## src/rtl/dram_cmd_issue.sv

```systemverilog
// Sequences one controller request into DRAM PRE/ACT/RD/WR/REF commands and
// enforces tRCD/tRP/tRAS/tCCD/tRFC with saturating per-constraint down-counters.
module dram_cmd_issue #(
    parameter int NUMBER_OF_BANKS = 8,
    parameter int T_RCD           = 3,
    parameter int T_RP            = 3,
    parameter int T_RAS           = 6,
    parameter int T_CCD           = 2,
    parameter int T_RFC           = 10
) (
    input  logic                               clk,
    input  logic                               rst_b,
    input  logic                               cmd_req,
    input  logic [1:0]                         cmd,
    input  logic [$clog2(NUMBER_OF_BANKS)-1:0] bank_rw,
    output logic                               cmd_ack,
    output logic [2:0]                         dram_cmd,
    output logic [$clog2(NUMBER_OF_BANKS)-1:0] dram_bank,
    output logic                               busy,
    output logic                               proto_err
);
    localparam int BW = $clog2(NUMBER_OF_BANKS);

    typedef enum logic [2:0] {
        IDLE, DECODE, WAIT_PRE, ISSUE_PRE, WAIT_MAIN, ISSUE_MAIN, WAIT_RFC, ACK
    } state_t;

    localparam logic [1:0] REQ_ACT = 2'd0;
    localparam logic [1:0] REQ_RD  = 2'd1;
    localparam logic [1:0] REQ_WR  = 2'd2;
    localparam logic [1:0] REQ_REF = 2'd3;

    localparam logic [2:0] DC_NOP = 3'd0;
    localparam logic [2:0] DC_ACT = 3'd1;
    localparam logic [2:0] DC_RD  = 3'd2;
    localparam logic [2:0] DC_WR  = 3'd3;
    localparam logic [2:0] DC_PRE = 3'd4;
    localparam logic [2:0] DC_REF = 3'd5;

    localparam int N_CNT = 5;
    localparam int C_RCD = 0;
    localparam int C_RP  = 1;
    localparam int C_RAS = 2;
    localparam int C_CCD = 3;
    localparam int C_RFC = 4;

    state_t          state_q, state_d;
    logic [1:0]      cmd_lat_q, cmd_lat_d;
    logic [BW-1:0]   bank_lat_q, bank_lat_d;
    logic [BW-1:0]   open_bank_q, open_bank_d;
    logic            row_open_q, row_open_d;
    logic            proto_err_q, proto_err_d;
    logic [2:0]      dram_cmd_q, dram_cmd_d;
    logic [BW-1:0]   dram_bank_q, dram_bank_d;
    logic [N_CNT-1:0] cnt_load;
    logic [N_CNT-1:0] cnt_zero;

    logic is_rw, need_pre, rw_no_row, main_ready;

    // Loaded with T-1 on the edge that places the command on dram_cmd, so the
    // dependent command can be driven exactly T cycles later.
    for (genvar gi = 0; gi < N_CNT; gi++) begin : g_cnt
        localparam int T_VAL = (gi == C_RCD) ? T_RCD :
                               (gi == C_RP)  ? T_RP  :
                               (gi == C_RAS) ? T_RAS :
                               (gi == C_CCD) ? T_CCD : T_RFC;
        localparam logic [3:0] LOAD = 4'(T_VAL - 1);
        logic [3:0] cnt_q;

        always_ff @(posedge clk or negedge rst_b) begin
            if (!rst_b)              cnt_q <= '0;
            else if (cnt_load[gi])   cnt_q <= LOAD;
            else if (cnt_q != 4'd0)  cnt_q <= cnt_q - 4'd1;
        end

        assign cnt_zero[gi] = (cnt_q == 4'd0);
    end

    assign is_rw      = (cmd_lat_q == REQ_RD) || (cmd_lat_q == REQ_WR);
    assign need_pre   = !is_rw && row_open_q;
    assign rw_no_row  = is_rw && !row_open_q;
    assign main_ready = is_rw ? (cnt_zero[C_RCD] & cnt_zero[C_CCD])
                              : (cnt_zero[C_RP]  & cnt_zero[C_RFC]);

    always_ff @(posedge clk or negedge rst_b) begin
        if (!rst_b) state_q <= IDLE;
        else        state_q <= state_d;
    end

    always_comb begin
        state_d = state_q;
        unique case (state_q)
            IDLE:       if (cmd_req && !cmd_ack) state_d = DECODE;
            DECODE:     if (rw_no_row)           state_d = ACK;
                        else if (need_pre)       state_d = WAIT_PRE;
                        else                     state_d = WAIT_MAIN;
            WAIT_PRE:   if (cnt_zero[C_RAS])     state_d = ISSUE_PRE;
            ISSUE_PRE:                           state_d = WAIT_MAIN;
            WAIT_MAIN:  if (main_ready)          state_d = ISSUE_MAIN;
            ISSUE_MAIN: state_d = (cmd_lat_q == REQ_REF) ? WAIT_RFC : ACK;
            WAIT_RFC:   if (cnt_zero[C_RFC])     state_d = ACK;
            ACK:        if (!cmd_req)            state_d = IDLE;
            default:                             state_d = IDLE;
        endcase
    end

    always_comb begin
        cmd_lat_d   = cmd_lat_q;
        bank_lat_d  = bank_lat_q;
        open_bank_d = open_bank_q;
        row_open_d  = row_open_q;
        proto_err_d = proto_err_q;
        dram_cmd_d  = DC_NOP;
        dram_bank_d = '0;
        cnt_load    = '0;

        if (state_q == IDLE && state_d == DECODE) begin
            cmd_lat_d  = cmd;
            bank_lat_d = bank_rw;
        end
        if (state_q == DECODE && rw_no_row) proto_err_d = 1'b1;

        if (state_d == ISSUE_PRE) begin
            dram_cmd_d     = DC_PRE;
            dram_bank_d    = open_bank_q;
            row_open_d     = 1'b0;
            cnt_load[C_RP] = 1'b1;
        end

        if (state_d == ISSUE_MAIN) begin
            dram_bank_d = bank_lat_q;
            unique case (cmd_lat_q)
                REQ_ACT: begin
                    dram_cmd_d      = DC_ACT;
                    row_open_d      = 1'b1;
                    open_bank_d     = bank_lat_q;
                    cnt_load[C_RCD] = 1'b1;
                    cnt_load[C_RAS] = 1'b1;
                end
                REQ_RD: begin
                    dram_cmd_d      = DC_RD;
                    cnt_load[C_CCD] = 1'b1;
                end
                REQ_WR: begin
                    dram_cmd_d      = DC_WR;
                    cnt_load[C_CCD] = 1'b1;
                end
                default: begin
                    dram_cmd_d      = DC_REF;
                    dram_bank_d     = '0;
                    cnt_load[C_RFC] = 1'b1;
                end
            endcase
        end
    end

    always_ff @(posedge clk or negedge rst_b) begin
        if (!rst_b) begin
            cmd_lat_q   <= REQ_ACT;
            bank_lat_q  <= '0;
            open_bank_q <= '0;
            row_open_q  <= 1'b0;
            proto_err_q <= 1'b0;
            dram_cmd_q  <= DC_NOP;
            dram_bank_q <= '0;
        end else begin
            cmd_lat_q   <= cmd_lat_d;
            bank_lat_q  <= bank_lat_d;
            open_bank_q <= open_bank_d;
            row_open_q  <= row_open_d;
            proto_err_q <= proto_err_d;
            dram_cmd_q  <= dram_cmd_d;
            dram_bank_q <= dram_bank_d;
        end
    end

    assign cmd_ack   = (state_q == ACK);
    assign busy      = (state_q != IDLE);
    assign dram_cmd  = dram_cmd_q;
    assign dram_bank = dram_bank_q;
    assign proto_err = proto_err_q;

endmodule
```

## config.mk

```make
export PLATFORM = sky130hd
export DESIGN_NAME = dram_cmd_issue
export DESIGN_NICKNAME = d
export VERILOG_FILES = /design/src/rtl/dram_cmd_issue.sv
export SDC_FILE = /design/constraint.sdc
export NUM_CORES = 1
export LEC_CHECK = 0
export CAP_MARGIN = 30
export CORE_MARGIN = 2
export CORE_UTILIZATION = 50
export CTS_CLUSTER_SIZE = 25
export DETAILED_ROUTE_END_ITERATION = 16
export MAX_ROUTING_LAYER = met4
export PLACE_DENSITY = 0.75
export SLEW_MARGIN = 20
export SYNTH_ARGS = -nofsm -noshare
export SYNTH_HDL_FRONTEND = slang
export SYNTH_SLANG_ARGS = --single-unit
```

## constraint.sdc

```tcl
create_clock -name clk -period 7.7 [get_ports clk]
set_clock_uncertainty 0.2 [all_clocks]
set_input_delay 1.54 -clock clk [delete_from_list [all_inputs] [get_ports clk]]
set_output_delay 1.54 -clock clk [all_outputs]
set_load 0.02 [all_outputs]
```

# Word level (Yosys, flattened, before mapping)
# Cells that the tools add are included.
# op_classes
addsub	5
n_eq_ne	13
muxes	35
n_bitwise	2
reduce_logical	30
# op_table
op	n
2-to-1 mux 4 bit	10
2-to-1 mux 3 bit	13
one-hot mux 3 bit (8 select lines)	1
logical NOT 4 bit	5
nonzero test 4 bit	5
subtractor 4 x 1 -> 4 bit (second input constant)	5
equality test 3 bit (second input constant)	5
2-to-1 mux 1 bit	10
nonzero test 2 bit	5
equality test 3 x 2 -> 1 bit (second input constant)	3
one-hot mux 3 bit (3 select lines)	1
equality test 3 x 1 -> 1 bit (second input constant)	2
logical AND 1 bit	5
equality test 2 bit (second input constant)	2
logical NOT 1 bit	3
logical NOT 3 bit	1
nonzero test 3 bit	1
OR reduction 3 bit	1
bitwise AND 1 bit	2
equality test 2 x 1 -> 1 bit (second input constant)	1
logical NOT 2 bit	1
AND reduction 2 bit	1
OR reduction 2 bit	1
logical OR 1 bit	1
# word_totals
register_bits	39
out_inout_bits	9
elab_cells	98

# Logic depth before layout (Yosys ltp)
# Gate-level depths: netlist of run 1.
# depth
ltp_word	11
mapped_depth	11

# Least setup slack after synthesis of run 1
# No wires, ideal clock.
# synth_path
kind	input to register
startpoint	in cmd_req
endpoint	reg open_bank_q[1]
setup_ns	0.125
arrival_ns	2.707
slack_ns	4.668
path_stages	7
n_path_buf	1
cell_sequence	nand2_1 nand2_1 o211a_1 o32ai_4 nor3_4 buf_6 mux2_4
# synth_between
elab_chain_len	5
# synth_rtl
item	line	rtl
start: declaration	13	input logic cmd_req,
logical AND 1 bit	93	IDLE: if (cmd_req && !cmd_ack) state_d = DECODE;
2-to-1 mux 3 bit	93	
one-hot mux 3 bit (8 select lines) (*)	92	unique case (state_q)
equality test 3 bit (*)	130	if (state_d == ISSUE_MAIN) begin
AND reduction 2 bit (no source line) (*)	-	
end signal: assignment	169	open_bank_q <= open_bank_d;
end: declaration	50	logic [BW-1:0] open_bank_q, open_bank_d;
# Mark *: on every way between the ends. The rest lies on a longest branch, timed or not.
# A chain may end at the register's enable or synchronous reset.

# Worst setup path in the final report of run 1
# layout_path
startpoint	in cmd_req
endpoint	reg open_bank_q[0]
# The elaborated chain is that of the path after synthesis.

==> Implementation_results.wiki, run 1 <==
{| class="wikitable"
! Metric !! Value
|-
| Status || finished, final reports clean
|-
| Total wirelength of the detailed-routed design || 3540 um
|-
| Iter 0 DRT Violations || ~140
|-
| Largest fanout on the critical path || 12
|-
| Met2 wirelength from detailed routing || approximately 1700 um
|-
| Top post-synthesis cells by area || sky130_fd_sc_hd__dfrtp_1, sky130_fd_sc_hd__ha_1, sky130_fd_sc_hd__inv_1
|-
| Synth Net Count || 201
|-
| Clock Path Buffers || 2
|-
| Power per Cell Area || approximately 430 nW/um^2
|-
| Timing-limited maximum frequency || 283 MHz
|-
| DR vias || 1380
|-
| Vias in the first global route || 1382
|-
| Slew Limit Headroom || between 40 and 50%
|-
| Buffers on Ports || 16
|-
| Total Routing Usage GR || between 10% and 20%
|-
| Hold Violations, Final || 0
|-
| Most common cell in the netlist || sky130_fd_sc_hd__dfrtp_1
|-
| Drc violations || 0
|-
| Metal1 wirelength || 1560 um
|-
| Distinct cell type count after synthesis || 42
|-
| Post-synthesis sequential element count || 39
|-
| Share of the clock period used by the worst path after layout || ~46%
|-
| Tot Pwr || 0.974 mW
|-
| Sum of met3 wire segment lengths after detailed routing || approximately 200 um
|-
| Antenna violations before repair || 0
|-
| Area overhead of the layout relative to synthesis || 14.8%
|-
| Gr ovfl total || 0
|-
| Uppermost layer routed || met4
|-
| Total number of yosys warnings || 0
|-
| Startpoint-to-endpoint class of the critical path || primary input to register
|-
| Post-synthesis sequential area ratio || 49.7%
|-
| Number of enable flip-flop cells after synthesis || 0
|-
| Post-Synthesis Cells || roughly 180
|-
| WL/cell || 14.1 um
|-
| Final slew viol count || 0
|-
| DIE WIDTH || 66.7 um
|-
| Critical path endpoint || open_bank_q[0]
|-
| Number of max-cap violations || 0
|-
| CTS hold repair buffers || 0
|-
| Netlist area before placement || 1960 sq um
|-
| Row cnt || 22
|-
| Dominant cell type by area after synthesis || sky130_fd_sc_hd__dfrtp_1
|-
| Average cell area after synthesis || 10.8 sq um
|-
| Post-detailed-placement cell area || 2160 sq um
|-
| Critical path startpoint || cmd_req
|-
| Number of buffers inserted to repair setup after CTS || 0
|-
| Initial Utilization || between 50% and 60%
|-
| RD Place Congestion || 0.966
|-
| Layout cell share with drive strength beyond 1 || 11.8%
|-
| Worst path arrival time || 3.51 ns
|-
| Diode insertion count for antenna repair || 0
|-
| Height of the chip || 66.7 um
|-
| Count of nets left with antenna violations after detail routing || 0
|-
| Share of Yosys cell area claimed by the top area cell type || approximately half
|-
| Worst R2R Path Depth || 8
|-
| Worst Hold Class || register to register
|-
| DP Wirelength || 2620 um
|-
| Launch instance of the worst register-to-register path || g_cnt[4].cnt_q[0]
|-
| Worst VDD drop || roughly 160 uV
|-
| Ys flop type || sky130_fd_sc_hd__dfrtp_1
|-
| Utilization after layout || 60.7%
|-
| Kind of end point of the critical path || register
|-
| Leakage component of the power || 1.09 nW
|-
| Setup-violating endpoint count in the final report || 0
|-
| Most frequent cells after synthesis || sky130_fd_sc_hd__dfrtp_1, sky130_fd_sc_hd__inv_1, sky130_fd_sc_hd__nor2_1, sky130_fd_sc_hd__ha_1, sky130_fd_sc_hd__a21oi_1
|-
| Clock tree from TritonCTS || built
|-
| WP data required || 7.68 ns
|-
| Reg2Reg Setup Slack || 4.83 ns
|-
| Slew at the pin closest to its max-slew limit || ~0.84 ns
|-
| Largest net degree at the start of global routing || 40
|-
| Per-cell via count in the routed design || 5.50
|-
| Top-level I/O count || 17
|-
| Reg-to-Reg End || open_bank_q[0]
|-
| Global-route wire length before repair || 6060 um
|-
| Async S/R FF share, synth || 100%
|-
| Post_cts resized || 0
|-
| Period minus WS final || 3.53 ns
|-
| Clock latency at the later pin of the worst-skew pair || slightly below 0.3 ns
|-
| Hold-critical path depth || 1
|-
| Drt pass-1 iters || 4
|-
| Core outline area || ~3700 sq um
|-
| Clock buffer count from CTS || 5
|-
| Summed negative setup slack over all endpoints || 0 ns
|-
| Unrepaired setup endpoints after global routing || false
|-
| Area of the die || around 4400 sq um
|-
| Master cell of the clock root buffer || sky130_fd_sc_hd__clkbuf_8
|-
| Launching element type of the critical path || primary input
|-
| Layout Cell Area excl Fill || between 2000 and 2500 sq um
|-
| # H-tree levels || 2
|-
| Clock-pin slew of the registers on the worst-case setup and hold paths || 0.07 ns
|-
| # clock sinks || 39
|-
| Final layout net count || roughly 220
|}
==> placed cells by master, fill, tap and decap left out, types with 2 or more instances in the layout <==
cell and count:
sky130_fd_sc_hd__clkdlybuf4s50_1 15, sky130_fd_sc_hd__inv_1 22, sky130_fd_sc_hd__nor2_2 2, sky130_fd_sc_hd__nor3b_1 3, sky130_fd_sc_hd__or3b_1 2, sky130_fd_sc_hd__nor3_1 8, sky130_fd_sc_hd__clkbuf_8 7, sky130_fd_sc_hd__a21oi_1 10
sky130_fd_sc_hd__nor3_2 2, sky130_fd_sc_hd__or3_1 5, sky130_fd_sc_hd__nor2_1 17, sky130_fd_sc_hd__nand3b_1 2, sky130_fd_sc_hd__mux2_2 6, sky130_fd_sc_hd__dfrtp_1 39, sky130_fd_sc_hd__o21ai_0 3, sky130_fd_sc_hd__xnor2_1 4
sky130_fd_sc_hd__mux2i_1 2, sky130_fd_sc_hd__ha_1 11, sky130_fd_sc_hd__a21o_1 2, sky130_fd_sc_hd__a32o_1 3, sky130_fd_sc_hd__nand2b_1 6, sky130_fd_sc_hd__nor3b_2 2, sky130_fd_sc_hd__nand2_1 8, sky130_fd_sc_hd__a211o_1 3
==> power by group <==
group / switching, mW / total (mW) / internal, mW
Combinational: 0.240 / 0.450 / 0.210
Clock: 0.0674 / 0.149 / 0.0817
Sequential: 0.0757 / 0.375 / 0.300
==> worst min-delay path by stage <==
stage	startpoint	endpoint
floorplan	open_bank_q[0]	dram_bank[0]
global placement	proto_err	proto_err
detailed placement	proto_err	proto_err
CTS	proto_err	proto_err
global route	proto_err	proto_err
finish	proto_err	proto_err
==> critical path, stage by stage <==
cell and delay [ns]:
sky130_fd_sc_hd__clkdlybuf4s50_1 0.55, sky130_fd_sc_hd__nand2_1 0.10, sky130_fd_sc_hd__nand2_1 0.09, sky130_fd_sc_hd__o211a_1 0.20
sky130_fd_sc_hd__o32ai_4 0.14, sky130_fd_sc_hd__nor3_4 0.47, sky130_fd_sc_hd__mux2_2 0.40
==> sequential cells by signal, summed over array words and instances, names as in the netlist <==
name and cells:
g_cnt.cnt_q 20, bank_lat_q 3, dram_bank 3, dram_cmd 3
open_bank_q 3, state_q 3, cmd_lat_q 2, proto_err 1
row_open_q 1
==> layout make-up <==
class                   count  area [sq um]
inverters                  22          82.6
clock buffers               8           100
flip-flops and latches     39           976
fillers                   324          1460
well taps                  48          60.1
repair buffers             16           155
multi-input cells         118           882
==> stage by stage <==
stage / hold WS [ns] / setup WS, ns / cells
global placement: 0.254 / 3.96 / 243
CTS: 0.274 / 4.20 / 251
global route: 0.301 / 4.08 / 251
floorplan: 0.262 / 4.67 / 182
finish: 0.269 / 4.17 / 251
detailed placement: 0.257 / 3.88 / 243
==> logic make-up (layout without fill, tap and decap cells) <==
group,after synthesis,in the layout,synth area share (%)
buffers and inverters,25,46,5.41
muxes,9,9,5.22
AOI/OAI and AO/OA,32,32,12.7
DFF,39,39,49.7
and+or+nand+nor,62,62,18.2
adders and majority gates,11,11,7.01
xor gates and xnor gates,4,4,1.78
==> routing by layer <==
layer  GRT usage (%)  vias to the layer above
met5               -                        -
met4            8.93                        0
met3            7.60                        7
met2            28.9                       37
met1            23.2                      669
li1                -                      667
Note: power is estimated with default switching activity, not from simulation.
==> run 2: changes to the inputs <==
==> constraint.sdc (replaced) <==
create_clock -name clk -period 3.65 [get_ports clk]
set_clock_uncertainty 0.2 [all_clocks]
set_input_delay 0.73 -clock clk [delete_from_list [all_inputs] [get_ports clk]]
set_output_delay 0.73 -clock clk [all_outputs]
set_load 0.02 [all_outputs]
==> run 2 against run 1 <==
Net effect:
- first-iteration DRC count rose by 6.3%
- count of clock-buffer cells in the layout fell by 2
- critical path type is now register to register
- design area fell by 1.2%
- worst setup slack got worse by 3.4 ns
- power rose by 100%
- clock power rose by 74%
- combinational power rose by 110%
- flip-flop and latch count did not move
- final cell count fell by 0.80%
- sequential power rose by 110%
==> Implementation_results.wiki, run 2 (synthesized netlist as in run 1, its figures left out) <==
{| class="wikitable"
! Metric !! Value
|-
| Status || finished, final reports clean
|-
| Most common cell after layout, fill and taps aside || sky130_fd_sc_hd__dfrtp_1
|-
| Metal1 wirelength || 1650 um
|-
| Hold WS || about 0.27 ns
|-
| # clock sinks || 39
|-
| CTS hold repair buffers || 0
|-
| Sequential power share || approximately two fifths
|-
| Timing-limited maximum frequency || 345 MHz
|-
| Final layout net count || between 200 and 250
|-
| Worst Hold Class || register to register
|-
| Power share of the combinational group || 47.3%
|-
| Hold Violations, Final || 0
|-
| Worst path arrival time || approximately 2.9 ns
|-
| Cell with the biggest individual delay on the critical path || sky130_fd_sc_hd__nor3_4
|-
| Summed negative setup slack over all endpoints || 0 ns
|-
| Largest net degree at the start of global routing || 40
|-
| Sum of met3 wire segment lengths after detailed routing || 153 um
|-
| Gr ovfl total || 0
|-
| Total Routing Usage GR || 19.5%
|-
| Tot Pwr || 2.00 mW
|-
| Area of the die || 4450 sq um
|-
| Slew Limit Headroom || a little over two fifths
|-
| Leakage component of the power || 1.07 nW
|-
| Drt pass-1 iters || 4
|-
| Setup-violating endpoint count in the final report || 0
|-
| Clock Path Buffers || 2
|-
| Kind of end point of the critical path || register
|-
| Reported net switching power || 0.796 mW
|-
| Layout cell share with drive strength beyond 1 || a little over a tenth
|-
| Post-detailed-placement cell area || around 2200 sq um
|-
| Master cell of the clock root buffer || sky130_fd_sc_hd__clkbuf_8
|-
| WL/cell || approximately 14 um
|-
| # H-tree levels || 2
|-
| Vias in the first global route || ~1.4k
|-
| Top-level I/O count || 17
|-
| Core outline area || 3720 sq um
|-
| Fraction of power consumed by the clock network || 13.0%
|-
| Iter 0 DRT Violations || around 150
|-
| Number of buffers inserted to repair setup after CTS || 0
|-
| Maximum cell stage delay along the critical path || 0.47 ns
|-
| Power per Cell Area || 896 nW/um^2
|-
| Height of the chip || 66.7 um
|-
| Cells along the critical path || inv_1 > ha_1 > or3b_1 > mux2i_1 > o211a_1 > o32ai_4 > nor3_4 > mux2_2
|-
| Met2 wirelength from detailed routing || 1690 um
|-
| Drc violations || 0
|-
| Total wirelength of the detailed-routed design || 3540 um
|-
| Uppermost layer routed || met4
|-
| Global-route wire length before repair || 6160 um
|-
| Slew at the pin closest to its max-slew limit || 0.861 ns
|-
| Initial Utilization || between 50 and 60%
|-
| Internal Power || approximately 1.2 mW
|-
| Area overhead of the layout relative to synthesis || 13.4%
|-
| Startpoint-to-endpoint class of the critical path || register to register
|-
| Fraction of power spent switching nets || 39.9%
|-
| WP data required || 3.62 ns
|-
| Per-cell via count in the routed design || 5.45
|-
| Worst setup slack before clock tree synthesis || around 0.64 ns
|-
| Commonest cells after routing, fill and taps aside || sky130_fd_sc_hd__dfrtp_1, sky130_fd_sc_hd__inv_1, sky130_fd_sc_hd__nor2_1
|-
| DIE WIDTH || 66.7 um
|-
| Antenna violations before repair || 0
|-
| Final slew viol count || 0
|-
| Clock buffer count from CTS || 5
|-
| Share of the clock period used by the worst path after layout || 79.3%
|-
| DP Wirelength || ~2600 um
|-
| Number of cells in the design after placement || 243
|-
| Worst VDD drop || 371 uV
|-
| Largest fanout on the critical path || 12
|-
| Number of flip-flops in the largest register || 20
|-
| Layout Cell Area excl Fill || 2230 sq um
|-
| Number of max-cap violations || 0
|-
| Launching element type of the critical path || register
|-
| Clock latency at the later pin of the worst-skew pair || 0.28 ns
|-
| Buffers on Ports || 16
|-
| Final worst-path setup slack || 0.754 ns
|-
| Count of nets left with antenna violations after detail routing || 0
|-
| Row cnt || 22
|-
| DR vias || 1356
|-
| Diode insertion count for antenna repair || 0
|-
| RD Place Congestion || 0.967
|-
| Unrepaired setup endpoints after global routing || false
|-
| Number of standard cells in the layout, taps in and fillers out || 249
|-
| Clock-pin slew of the registers on the worst-case setup and hold paths || about 0.070 ns
|-
| Period minus WS final || 2.90 ns
|-
| Utilization after layout || 60.0%
|-
| Post_cts resized || 0
|-
| Register containing the most flip-flops in the final layout || g_cnt.cnt_q
|-
| Clock tree from TritonCTS || built
|}
-- run 2: final timing paths --
path,from,endpoint,slack [ns],cells after the start
min,proto_err,proto_err,0.27,1
min in group asynchronous,rst_b,dram_cmd[1],0.35,1
max in group asynchronous,rst_b,g_cnt[4].cnt_q[3],2.35,1
min reg2reg,proto_err,proto_err,0.27,1
max,g_cnt[4].cnt_q[0],open_bank_q[0],0.75,8
max reg2reg,g_cnt[4].cnt_q[0],open_bank_q[0],0.75,8
-- run 2: final cells by class --
class                           count  area, sq um
Inverter                           22         82.6
Multi-Input combinational cell    118          882
Fill cell                         322         1490
Clock buffer                        6         72.6
Tap cell                           48         60.1
Sequential cell                    39          976
Timing Repair Buffer               16          155
-- run 2: routing by layer --
layer | global-route usage (%) | vias to the layer above
met4 | 6.89 | 0
li1 | - | 663
met2 | 30.9 | 25
met5 | - | -
met1 | 24.0 | 663
met3 | 5.74 | 5
-- run 2: critical path: cells and delay by family, from the launching register on --
kind            cells  cell delay (ns)
compound gates      2             0.35
fa+ha+maj           1             0.23
buf+inv             1             0.09
flops               1             0.40
mux                 2             0.61
simple gates        2             0.91
-- run 2: power by group through the flow --
stage / clock network (mW) / registers [mW] / logic [mW]
2_1_floorplan: 0 / 0.770 / 0.726
3_3_place_gp: 0 / 0.785 / 0.895
3_5_place_dp: 0 / 0.798 / 0.946
4_1_cts: 0.268 / 0.792 / 0.952
5_1_grt: 0.286 / 0.823 / 1.07
6_report: 0.260 / 0.793 / 0.944
==> run 3: changes to the inputs <==
--- a/config.mk
+++ b/config.mk
@@ -11,7 +11,7 @@
 export CTS_CLUSTER_SIZE = 25
 export DETAILED_ROUTE_END_ITERATION = 16
 export MAX_ROUTING_LAYER = met4
-export PLACE_DENSITY = 0.75
+export PLACE_DENSITY = 0.77
 export SLEW_MARGIN = 20
 export SYNTH_ARGS = -nofsm -noshare
 export SYNTH_HDL_FRONTEND = slang
==> constraint.sdc (replaced) <==
create_clock -name clk -period 2.5 [get_ports clk]
set_clock_uncertainty 0.2 [all_clocks]
set_input_delay 0.5 -clock clk [delete_from_list [all_inputs] [get_ports clk]]
set_output_delay 0.5 -clock clk [all_outputs]
set_load 0.02 [all_outputs]
==> run 3 against run 2 <==
Net effect:
- register-to-register slack got worse by 0.73 ns
- die area unchanged
- global-route usage increased by 1.3 points
- combinational power increased by 78%
- flip-flop and latch count unchanged
- worst hold slack got worse by 0.15 ns
- design area increased by 10%
- core utilization increased by 6.2 points
- wire length increased by 12%
- largest cell class unchanged
- largest power group unchanged
==> Implementation_results.wiki, run 3 (synthesized netlist as in run 1, its figures left out) <==
{| class="wikitable"
! Metric !! Value
|-
| Largest net degree at the start of global routing || 40
|-
| Cell family with most CP delay || adder cells
|-
| Iter 0 DRT Violations || 67
|-
| Clock buffer count from CTS || 5
|-
| Period minus WS final || 2.48 ns
|-
| Hold Violations, Final || 0
|-
| Worst setup slack before clock tree synthesis || -0.00845 ns
|-
| Vias in the first global route || 1494
|-
| Worst VDD drop || 705 uV
|-
| Antenna violations before repair || 0
|-
| Maximum cell stage delay along the critical path || 0.37 ns
|-
| Drc violations || 0
|-
| Total wirelength of the detailed-routed design || between 3000 and 4000 um
|-
| Cells along the critical path || inv_1 > ha_1 > inv_1 > ha_1 > nand2b_1 > a21oi_1 > a21oi_2 > nand2b_4 > nor3_4 > mux2_2
|-
| Diode insertion count for antenna repair || 0
|-
| Status || finished, final reports clean
|-
| Final slew viol count || 0
|-
| Master cell of the clock root buffer || sky130_fd_sc_hd__clkbuf_8
|-
| Power per Cell Area || 1340 nW/um^2
|-
| Launch instance of the worst register-to-register path || cmd_lat_q[1]
|-
| Sum of buffers and inverters on the critical path || 2
|-
| Tot Pwr || 3.30 mW
|-
| Row cnt || 22
|-
| Setup-violating endpoint count in the final report || 0
|-
| Height of the chip || 66.7 um
|-
| DR vias || 1475
|-
| Register containing the most flip-flops in the final layout || g_cnt.cnt_q
|-
| Number of max-cap violations || 0
|-
| Count of nets left with antenna violations after detail routing || 0
|-
| Commonest cells after routing, fill and taps aside || sky130_fd_sc_hd__dfrtp_1, sky130_fd_sc_hd__inv_1, sky130_fd_sc_hd__buf_4
|-
| Core outline area || 3720 sq um
|-
| Startpoint-to-endpoint class of the critical path || register to register
|-
| Launching element type of the critical path || register
|-
| Leakage component of the power || between 1 and 1.5 nW
|-
| WL/cell || 14.6 um
|-
| Reg-to-Reg End || open_bank_q[0]
|-
| Buffers on Ports || 16
|-
| WP data required || between 2 and 2.5 ns
|-
| Clock latency at the later pin of the worst-skew pair || 0.29 ns
|-
| # H-tree levels || 2
|-
| DIE WIDTH || between 60 and 70 um
|-
| DP Wirelength || 2900 um
|-
| Final worst-path setup slack || 0.0245 ns
|-
| Slew at the pin closest to its max-slew limit || 0.842 ns
|-
| Reg2Reg Setup Slack || about 0.025 ns
|-
| Worst Hold Class || primary input to asynchronous set/reset pin
|-
| Clock Path Buffers || 2
|-
| CTS hold repair buffers || 0
|-
| Final layout net count || between 200 and 250
|-
| Per-cell via count in the routed design || 5.44
|-
| Most common cell after layout, fill and taps aside || sky130_fd_sc_hd__dfrtp_1
|-
| Drt pass-1 iters || 4
|-
| Largest fanout on the critical path || 4
|-
| Share of the clock period used by the worst path after layout || between 90% and 100%
|-
| Layout cell share with drive strength beyond 1 || 24.2%
|-
| Top-level I/O count || 17
|-
| Kind of end point of the critical path || register
|-
| Initial Utilization || between 50% and 60%
|-
| Clock tree from TritonCTS || built
|-
| Timing-limited maximum frequency || 404 MHz
|-
| # clock sinks || 39
|-
| Cell with the biggest individual delay on the critical path || sky130_fd_sc_hd__dfrtp_1
|-
| Clock-pin slew of the registers on the worst-case setup and hold paths || about 0.070 ns
|-
| RD Place Congestion || a little over 0.8
|-
| Worst path arrival time || 2.45 ns
|-
| Unrepaired setup endpoints after global routing || true
|-
| Critical path startpoint || cmd_lat_q[1]
|-
| Number of filler instances in the final layout || 307
|-
| Global-route wire length before repair || 6560 um
|-
| Slew Limit Headroom || 43.8%
|-
| Number of flip-flops in the largest register || 20
|-
| Gr ovfl total || 0
|-
| Total Routing Usage GR || 20.9%
|-
| Area of the die || 4450 sq um
|-
| Worst R2R Path Depth || 10
|-
| Area overhead of the layout relative to synthesis || 25.2%
|}
run 3: changes by cell type in the layout (fill, tap and decap cells not counted), sizes merged:
cell,change
clkbuf,+2
dlymetal6s2s,+1
clkdlybuf4s50,-1
buf,+20
run 3: worst reg2reg max path, delay by kind of cell, from the launching register on:
kind | cells | cell delay [ns]
compound gates | 2 | 0.30
fa+ha+maj | 2 | 0.50
buf+inv | 2 | 0.16
flops | 1 | 0.37
mux | 1 | 0.37
simple gates | 3 | 0.46
run 3: stage by stage:
| step | area (sq um) | instances | utilization (%) | TNS (ns) | hold slack [ns] |
|---|---|---|---|---|---|
| floorplan | 1960 | 182 | - | 0 | 0.00441 |
| global placement | 2260 | 257 | 60.8 | 0 | 0.258 |
| detailed placement | 2260 | 257 | 60.8 | -0.0113 | 0.263 |
| CTS | 2390 | 266 | 64.2 | -0.00420 | 0.149 |
| global route | 2460 | 271 | 66.2 | -0.669 | 0.183 |
| finish | 2460 | 271 | 66.2 | 0 | 0.114 |
run 3: power by group:
| part | leakage (nW) | internal, mW | total, mW | switching (mW) |
|---|---|---|---|---|
| logic | 0.658 | 0.856 | 1.68 | 0.824 |
| registers | 0.484 | 0.924 | 1.16 | 0.239 |
| clock network | 0.0515 | 0.251 | 0.454 | 0.202 |
| total | 1.19 | 2.03 | 3.30 | 1.26 |
run 3: area by class of cell:
class                      count  area [sq um]  share of cell area [%]
timing repair buffer          36           308                    12.5
multi-input combinational    118           931                    37.9
inverter                      22          82.6                    3.36
clock buffer                   8           100                    4.07
sequential                    39           977                    39.7
tap                           48          60.1                    2.44
run 3: how the worst max path moves through the flow:
stage / slack [ns] / to / cells after the start
CTS: -0.004 / open_bank_q[0] / 8
finish: 0.02 / open_bank_q[0] / 10
global placement: 0.03 / open_bank_q[0] / 8
detailed placement: -0.008 / open_bank_q[0] / 8
global route: -0.08 / open_bank_q[0] / 10
floorplan: 0.02 / open_bank_q[1] / 9
run 3: repair_timing:
item,in CTS,in global routing
pin swaps,2,4
setup buffers,1,5
endpoints found under the setup margin,4,24
gates resized for setup,4,10
run 3: routing by layer:
metal	track usage, %	wire [um]	vias up
li1	-	-	707
met1	23.4	1610	722
met2	35.3	2110	37
met3	5.41	146	9
met4	8.93	90	0
met5	-	0	-
